File: config.mk
export PLATFORM = sky130hd
export DESIGN_NAME = fft8_frame_ctrl
export DESIGN_NICKNAME = d
export VERILOG_FILES = /design/src/rtl/fft8_frame_ctrl.sv
export SDC_FILE = /design/constraint.sdc
export NUM_CORES = 1
export LEC_CHECK = 0
export ABC_AREA = 1
export CAP_MARGIN = 20
export CELL_PAD_IN_SITES_DETAIL_PLACEMENT = 0
export CELL_PAD_IN_SITES_GLOBAL_PLACEMENT = 1
export CORE_AREA = 2 2 461 463
export DETAILED_ROUTE_END_ITERATION = 10
export DIE_AREA = 0 0 463 465
export PLACE_DENSITY = 0.62
export SYNTH_ARGS = -nofsm -noshare
export SYNTH_HDL_FRONTEND = slang
export SYNTH_SLANG_ARGS = --single-unit
File: constraint.sdc
create_clock -name i_clk -period 4.04 [get_ports i_clk]
set_clock_uncertainty 0.15 [all_clocks]
set_input_delay 0.808 -clock i_clk [delete_from_list [all_inputs] [get_ports i_clk]]
set_output_delay 0.808 -clock i_clk [all_outputs]
set_load 0.005 [all_outputs]
File: src/rtl/fft8_frame_ctrl.sv
// Frame sequencer for the 8-point FFT core: serial load, start/done handshake with timeout, serial drain.
// Define FFT8_BITREV_OUT_EN to drain bins in bit-reversed order (m_index still reports the true bin).
module fft8_frame_ctrl #(
  parameter int unsigned SIZE_DATA      = 32,
  parameter int unsigned TIMEOUT_CYCLES = 16
) (
  input  logic                   i_clk,
  input  logic                   i_rst_n,
  input  logic                   i_clear,
  input  logic                   s_valid,
  output logic                   s_ready,
  input  logic [SIZE_DATA-1:0]   s_data_re,
  input  logic [SIZE_DATA-1:0]   s_data_im,
  output logic                   m_valid,
  input  logic                   m_ready,
  output logic [SIZE_DATA-1:0]   m_data_re,
  output logic [SIZE_DATA-1:0]   m_data_im,
  output logic [2:0]             m_index,
  output logic                   m_last,
  output logic                   o_fft_start,
  output logic [8*SIZE_DATA-1:0] o_fft_x_re,
  output logic [8*SIZE_DATA-1:0] o_fft_x_im,
  input  logic                   i_fft_done,
  input  logic [8*SIZE_DATA-1:0] i_fft_X_re,
  input  logic [8*SIZE_DATA-1:0] i_fft_X_im,
  output logic                   o_busy,
  output logic                   o_err_timeout,
  output logic [15:0]            o_frame_cnt
);

  localparam int unsigned NUM_PTS = 8;
  localparam int unsigned IDX_W   = 3;
  localparam int unsigned TMR_W   = $clog2(TIMEOUT_CYCLES);
  localparam int unsigned CNT_W   = 16;

  typedef enum logic [1:0] {
    ST_LOAD,
    ST_START,
    ST_WAIT,
    ST_UNLOAD
  } state_e;

  typedef logic [NUM_PTS-1:0][SIZE_DATA-1:0] frame_t;

  // Drain order: position k in the output stream maps to this bin.
  function automatic logic [IDX_W-1:0] out_bin(input logic [IDX_W-1:0] k);
`ifdef FFT8_BITREV_OUT_EN
    return {k[0], k[1], k[2]};
`else
    return k;
`endif
  endfunction

  state_e               state_q, state_d;
  logic [IDX_W-1:0]     cnt_q, cnt_d;
  logic [TMR_W-1:0]     timer_q, timer_d;
  logic [IDX_W-1:0]     optr_q, optr_d;
  frame_t               in_re_q, in_re_d;
  frame_t               in_im_q, in_im_d;
  frame_t               out_re_q, out_re_d;
  frame_t               out_im_q, out_im_d;
  logic [SIZE_DATA-1:0] m_re_q, m_re_d;
  logic [SIZE_DATA-1:0] m_im_q, m_im_d;
  logic                 err_q, err_d;
  logic [CNT_W-1:0]     frame_cnt_q, frame_cnt_d;
  logic                 s_ready_q, s_ready_d;
  logic                 m_valid_q, m_valid_d;
  logic                 m_last_q, m_last_d;
  logic [IDX_W-1:0]     m_index_q, m_index_d;
  logic                 start_q, start_d;
  logic                 busy_q, busy_d;

  // State and registered outputs
  always_ff @(posedge i_clk or negedge i_rst_n) begin
    if (!i_rst_n) begin
      state_q     <= ST_LOAD;
      cnt_q       <= '0;
      timer_q     <= '0;
      optr_q      <= '0;
      in_re_q     <= '0;
      in_im_q     <= '0;
      out_re_q    <= '0;
      out_im_q    <= '0;
      m_re_q      <= '0;
      m_im_q      <= '0;
      err_q       <= 1'b0;
      frame_cnt_q <= '0;
      s_ready_q   <= 1'b1;
      m_valid_q   <= 1'b0;
      m_last_q    <= 1'b0;
      m_index_q   <= '0;
      start_q     <= 1'b0;
      busy_q      <= 1'b0;
    end else begin
      state_q     <= state_d;
      cnt_q       <= cnt_d;
      timer_q     <= timer_d;
      optr_q      <= optr_d;
      in_re_q     <= in_re_d;
      in_im_q     <= in_im_d;
      out_re_q    <= out_re_d;
      out_im_q    <= out_im_d;
      m_re_q      <= m_re_d;
      m_im_q      <= m_im_d;
      err_q       <= err_d;
      frame_cnt_q <= frame_cnt_d;
      s_ready_q   <= s_ready_d;
      m_valid_q   <= m_valid_d;
      m_last_q    <= m_last_d;
      m_index_q   <= m_index_d;
      start_q     <= start_d;
      busy_q      <= busy_d;
    end
  end

  // Next-state logic; output flags are decoded from the next state so they align with it.
  always_comb begin
    state_d     = state_q;
    cnt_d       = cnt_q;
    timer_d     = timer_q;
    optr_d      = optr_q;
    in_re_d     = in_re_q;
    in_im_d     = in_im_q;
    out_re_d    = out_re_q;
    out_im_d    = out_im_q;
    m_re_d      = m_re_q;
    m_im_d      = m_im_q;
    err_d       = err_q;
    frame_cnt_d = frame_cnt_q;
    s_ready_d   = 1'b0;
    m_valid_d   = 1'b0;
    m_last_d    = 1'b0;
    m_index_d   = '0;
    start_d     = 1'b0;
    busy_d      = 1'b0;

    if (i_clear) begin
      state_d  = ST_LOAD;
      cnt_d    = '0;
      timer_d  = '0;
      optr_d   = '0;
      in_re_d  = '0;
      in_im_d  = '0;
      out_re_d = '0;
      out_im_d = '0;
      m_re_d   = '0;
      m_im_d   = '0;
      err_d    = 1'b0;
    end else begin
      unique case (state_q)
        ST_LOAD: begin
          if (s_valid) begin
            in_re_d[cnt_q] = s_data_re;
            in_im_d[cnt_q] = s_data_im;
            if (cnt_q == IDX_W'(NUM_PTS - 1)) begin
              cnt_d   = '0;
              state_d = ST_START;
            end else begin
              cnt_d = IDX_W'(cnt_q + IDX_W'(1));
            end
          end
        end
        ST_START: begin
          timer_d = '0;
          state_d = ST_WAIT;
        end
        ST_WAIT: begin
          // Done takes precedence over a timeout expiring in the same cycle.
          if (i_fft_done) begin
            out_re_d = frame_t'(i_fft_X_re);
            out_im_d = frame_t'(i_fft_X_im);
            optr_d   = '0;
            m_re_d   = out_re_d[out_bin('0)];
            m_im_d   = out_im_d[out_bin('0)];
            state_d  = ST_UNLOAD;
          end else if (timer_q == TMR_W'(TIMEOUT_CYCLES - 1)) begin
            err_d   = 1'b1;
            cnt_d   = '0;
            state_d = ST_LOAD;
          end else begin
            timer_d = TMR_W'(timer_q + TMR_W'(1));
          end
        end
        ST_UNLOAD: begin
          if (m_ready) begin
            if (optr_q == IDX_W'(NUM_PTS - 1)) begin
              optr_d      = '0;
              frame_cnt_d = CNT_W'(frame_cnt_q + CNT_W'(1));
              state_d     = ST_LOAD;
            end else begin
              optr_d = IDX_W'(optr_q + IDX_W'(1));
              m_re_d = out_re_q[out_bin(optr_d)];
              m_im_d = out_im_q[out_bin(optr_d)];
            end
          end
        end
        default: state_d = ST_LOAD;
      endcase
    end

    s_ready_d = (state_d == ST_LOAD);
    start_d   = (state_d == ST_START);
    m_valid_d = (state_d == ST_UNLOAD);
    m_last_d  = (state_d == ST_UNLOAD) && (optr_d == IDX_W'(NUM_PTS - 1));
    m_index_d = (state_d == ST_UNLOAD) ? out_bin(optr_d) : '0;
    busy_d    = !((state_d == ST_LOAD) && (cnt_d == '0));
  end

  assign s_ready       = s_ready_q;
  assign m_valid       = m_valid_q;
  assign m_data_re     = m_re_q;
  assign m_data_im     = m_im_q;
  assign m_index       = m_index_q;
  assign m_last        = m_last_q;
  assign o_fft_start   = start_q;
  assign o_fft_x_re    = in_re_q;
  assign o_fft_x_im    = in_im_q;
  assign o_busy        = busy_q;
  assign o_err_timeout = err_q;
  assign o_frame_cnt   = frame_cnt_q;

endmodule
==> impl_metrics.json <==
{
  "synth_cell_types": 31,
  "period_share_pct": 74.8,
  "synthToLayoutAreaGrowth_pct": 40.8,
  "start_util_pct": 23.0,
  "mappedNetlistArea_um2": 48500,
  "vdd_drop_max_uv": 409,
  "antenna_left": 0,
  "crit_chain": "clkdlybuf4s50_1",
  "grtUsageMet1_pct": 25.3,
  "fin_crit_ns": 3.02,
  "nFillCells": 22100,
  "slowest_stage": "clkdlybuf4s50_1",
  "nets": 7367,
  "port_buffers": 1182,
  "worstMarginPinSlew_ns": 0.917,
  "avgRoutedWirePerCell_um": 22.8,
  "synth_fa_ha_area_share_pct": 0.155,
  "min_from": "m_data_im[3]$_DFFE_PN0P_",
  "cts_tree": "done",
  "synth_compound_area_share_pct": 10.8,
  "final_cell_mix": "1,494 x nand2_1, 1,181 x clkdlybuf4s50_1, 1,123 x dfrtp_1, 909 x nand3_1, 892 x o21ai_0",
  "yosysWarnings": 0,
  "final_common_cell": "nand2_1",
  "rr_startpoint": "optr_q[0]$_DFF_PN0_",
  "synth-xor-area-share_pct": 0.199,
  "numClockSinks": 1125,
  "status": "finished clean",
  "grt_overflow": 0,
  "drv_slew": 0,
  "power_mw": 29.7,
  "crit_path_max_incr_delay_ns": 0.84,
  "crit_type": "flop to primary output",
  "synth-simple-area-share_pct": 22.5,
  "placed_area_um2": 63600,
  "clockRootBuffer": "clkbuf_16",
  "holdPathEnd": "m_data_im[3]$_DFFE_PN0P_",
  "clk_pin_slew_ns": 0.06,
  "critPathTopFamily": "buffers and inverters",
  "die_h_um": 465,
  "setup_viol": 0,
  "drtIter0Drc": 3637,
  "crit_buf_inv": 1,
  "holdPathStages": 2,
  "antenna_found_initial": 50,
  "syn_avg_cell_area_um2": 8.46,
  "required_ns": 3.08,
  "fp.dieW_um": 463,
  "slew-limit-headroom_pct": 38.9,
  "reg2reg_slack_ns": 1.12,
  "grt-busiest-layer": "met2",
  "io_pins": 1183,
  "power.density_nw_per_um2": 435,
  "leakagePower_nw": 29.5,
  "cap_viol_max_count": 0,
  "max_freq_mhz": 331,
  "synth_top_family_by_area": "simple AND/OR/NAND/NOR gates",
  "post_cts_buffers": 0,
  "gr-usage-met2_pct": 33.1,
  "vias_per_cell": 4.52,
  "worstHoldPathType": "flop to flop",
  "clock_latency_ns": 0.79,
  "timing.rr.end": "m_data_re[23]$_DFFE_PN0P_",
  "vias": 44000,
  "fin_tns_setup_ns": 0,
  "synth_fp_nets": 6328,
  "dr.pass1.iters": 5,
  "seqCellArea_um2": 28200,
  "seq_area_frac_synth_pct": 58.0,
  "hold_violations": 0,
  "rows": 169,
  "arrival_ns": 2.06,
  "grt_pass1_wl_um": 323000,
  "hpwl_um": 157000,
  "drive_gt1_share_pct": 5.46,
  "multiInputGateArea_um2": 16400,
  "grt_max_degree": 129,
  "cp-start-kind": "flop",
  "muxShareOfSynthArea_pct": 0,
  "cp-end-kind": "primary output",
  "drc": 0,
  "cp_max_fo": 5,
  "rsz0062_at_grt": "false",
  "synth_cells": 5740,
  "synth-seq-cells": 1125,
  "dieArea_um2": 215000,
  "grt_usage_pct": 20.2,
  "cts_made_buffers": 138,
  "routed_wl_um": 222000,
  "core_area_um2": 211000,
  "cts_buffer_depth": 3,
  "htreeDepth": 4,
  "rr_worst_depth": 9,
  "first_global_vias": 44300,
  "fin_area_um2": 68300,
  "place_congestion": 0.847,
  "grtUsageMet3_pct": 6.34
}
==> kinds of logic after synthesis <==
kind of cell / count (synthesis)
DFF: 1125
xor gates and xnor gates: 11
and+or+nand+nor: 2583
buffers and inverters: 971
adders and majority gates: 6
AOI/OAI and AO/OA: 1044
==> worst reg2reg max path: cells and delay by family, from the launching register on <==
kind | cells | cell delay (ns)
buffers and inverters | 2 | 0.69
AND/OR/NAND/NOR | 6 | 0.74
flip-flops | 1 | 0.64
adder cells (fa/ha/maj) | 1 | 0.59
==> repair_timing <==
item / 4_1_cts / 5_1_grt
hold endpoints to repair: 28 / 0
setup endpoints to repair: 0 / 0
resized for setup: 0 / 0
hold buffers: 1 / 0
==> routing by layer <==
metal | vias to the layer above | part of all wire (%)
met5 | - | 0.048
met2 | 1548 | 47
met4 | 18 | 2.7
met3 | 293 | 8.0
li1 | 20600 | -
met1 | 21600 | 42
==> per-stage QoR <==
step	instances	utilization (%)	hold slack, ns	setup WS [ns]
finish	9736	32.4	0.325	1.02
global route	9727	32.4	0.348	0.871
CTS	9708	32.4	0.331	0.792
detailed placement	9459	30.2	0.314	0.451
global placement	9459	30.2	0.315	0.519
floorplan	5740	-	0.322	1.96
==> cells in the mapped netlist (all sizes together) <==
master,number,area share (%)
nor3,2,0.021
ha,6,0.15
o211ai,1,0.015
dfrtp,1124,58
xnor2,4,0.072
nand2,1497,12
nor2,162,1.3
clkinv,1,0.010
clkbuf,137,1.1
dfstp,1,0.054
a21oi,4,0.041
nand3b,1,0.015
a31o,1,0.018
buf,278,3.0
inv,555,4.3
nand3,910,9.4
o21ai,1038,11
and3,1,0.013
xor2,7,0.13
nand4,10,0.18
==> registers in the layout, indices dropped and copies added (netlist names) <==
| signal | flops |
|---|---|
| m_data_re | 32 |
| cnt_q | 3 |
| out_im_q | 256 |
| out_re_q | 256 |
| s_ready | 1 |
| o_busy | 1 |
| m_data_im | 32 |
| m_index | 3 |
| m_valid | 1 |
| o_err_timeout | 1 |
| o_fft_x_re | 256 |
| o_frame_cnt | 16 |
| o_fft_x_im | 256 |
| state_q | 2 |
| o_fft_start | 1 |
| timer_q | 4 |
| m_last | 1 |
| optr_q | 3 |
==> worst max path at each step <==
stage / start / end / slack (ns) / depth (start not counted)
finish: o_frame_cnt[13]$_DFFE_PN0P_ / o_frame_cnt[13] / 1.02 / 1
global route: o_frame_cnt[13]$_DFFE_PN0P_ / o_frame_cnt[13] / 0.87 / 1
CTS: o_frame_cnt[13]$_DFFE_PN0P_ / o_frame_cnt[13] / 0.79 / 1
detailed placement: i_clear / o_fft_x_re[56]$_DFFE_PN0P_ / 0.45 / 5
global placement: i_clear / o_fft_x_re[56]$_DFFE_PN0P_ / 0.52 / 5
floorplan: i_clear / o_fft_x_im[118]$_DFFE_PN0P_ / 1.96 / 7
==> power breakdown <==
| part | internal [mW] | total [mW] | switching, mW |
|---|---|---|---|
| Combinational | 2.00 | 4.61 | 2.62 |
| Clock | 7.41 | 12.6 | 5.23 |
| Sequential | 12.0 | 12.5 | 0.440 |
==> final cells by class <==
type                            count  area share, %
Sequential cell                  1125           41.2
Multi-Input combinational cell   3644           24.0
Timing Repair Buffer             1314           19.7
Clock buffer                      203           6.02
Tap cell                         2821           5.17
Inverter                          556           3.11
Clock inverter                     45          0.725
Antenna cell                       28          0.103
(Power assumes the default switching activity.)
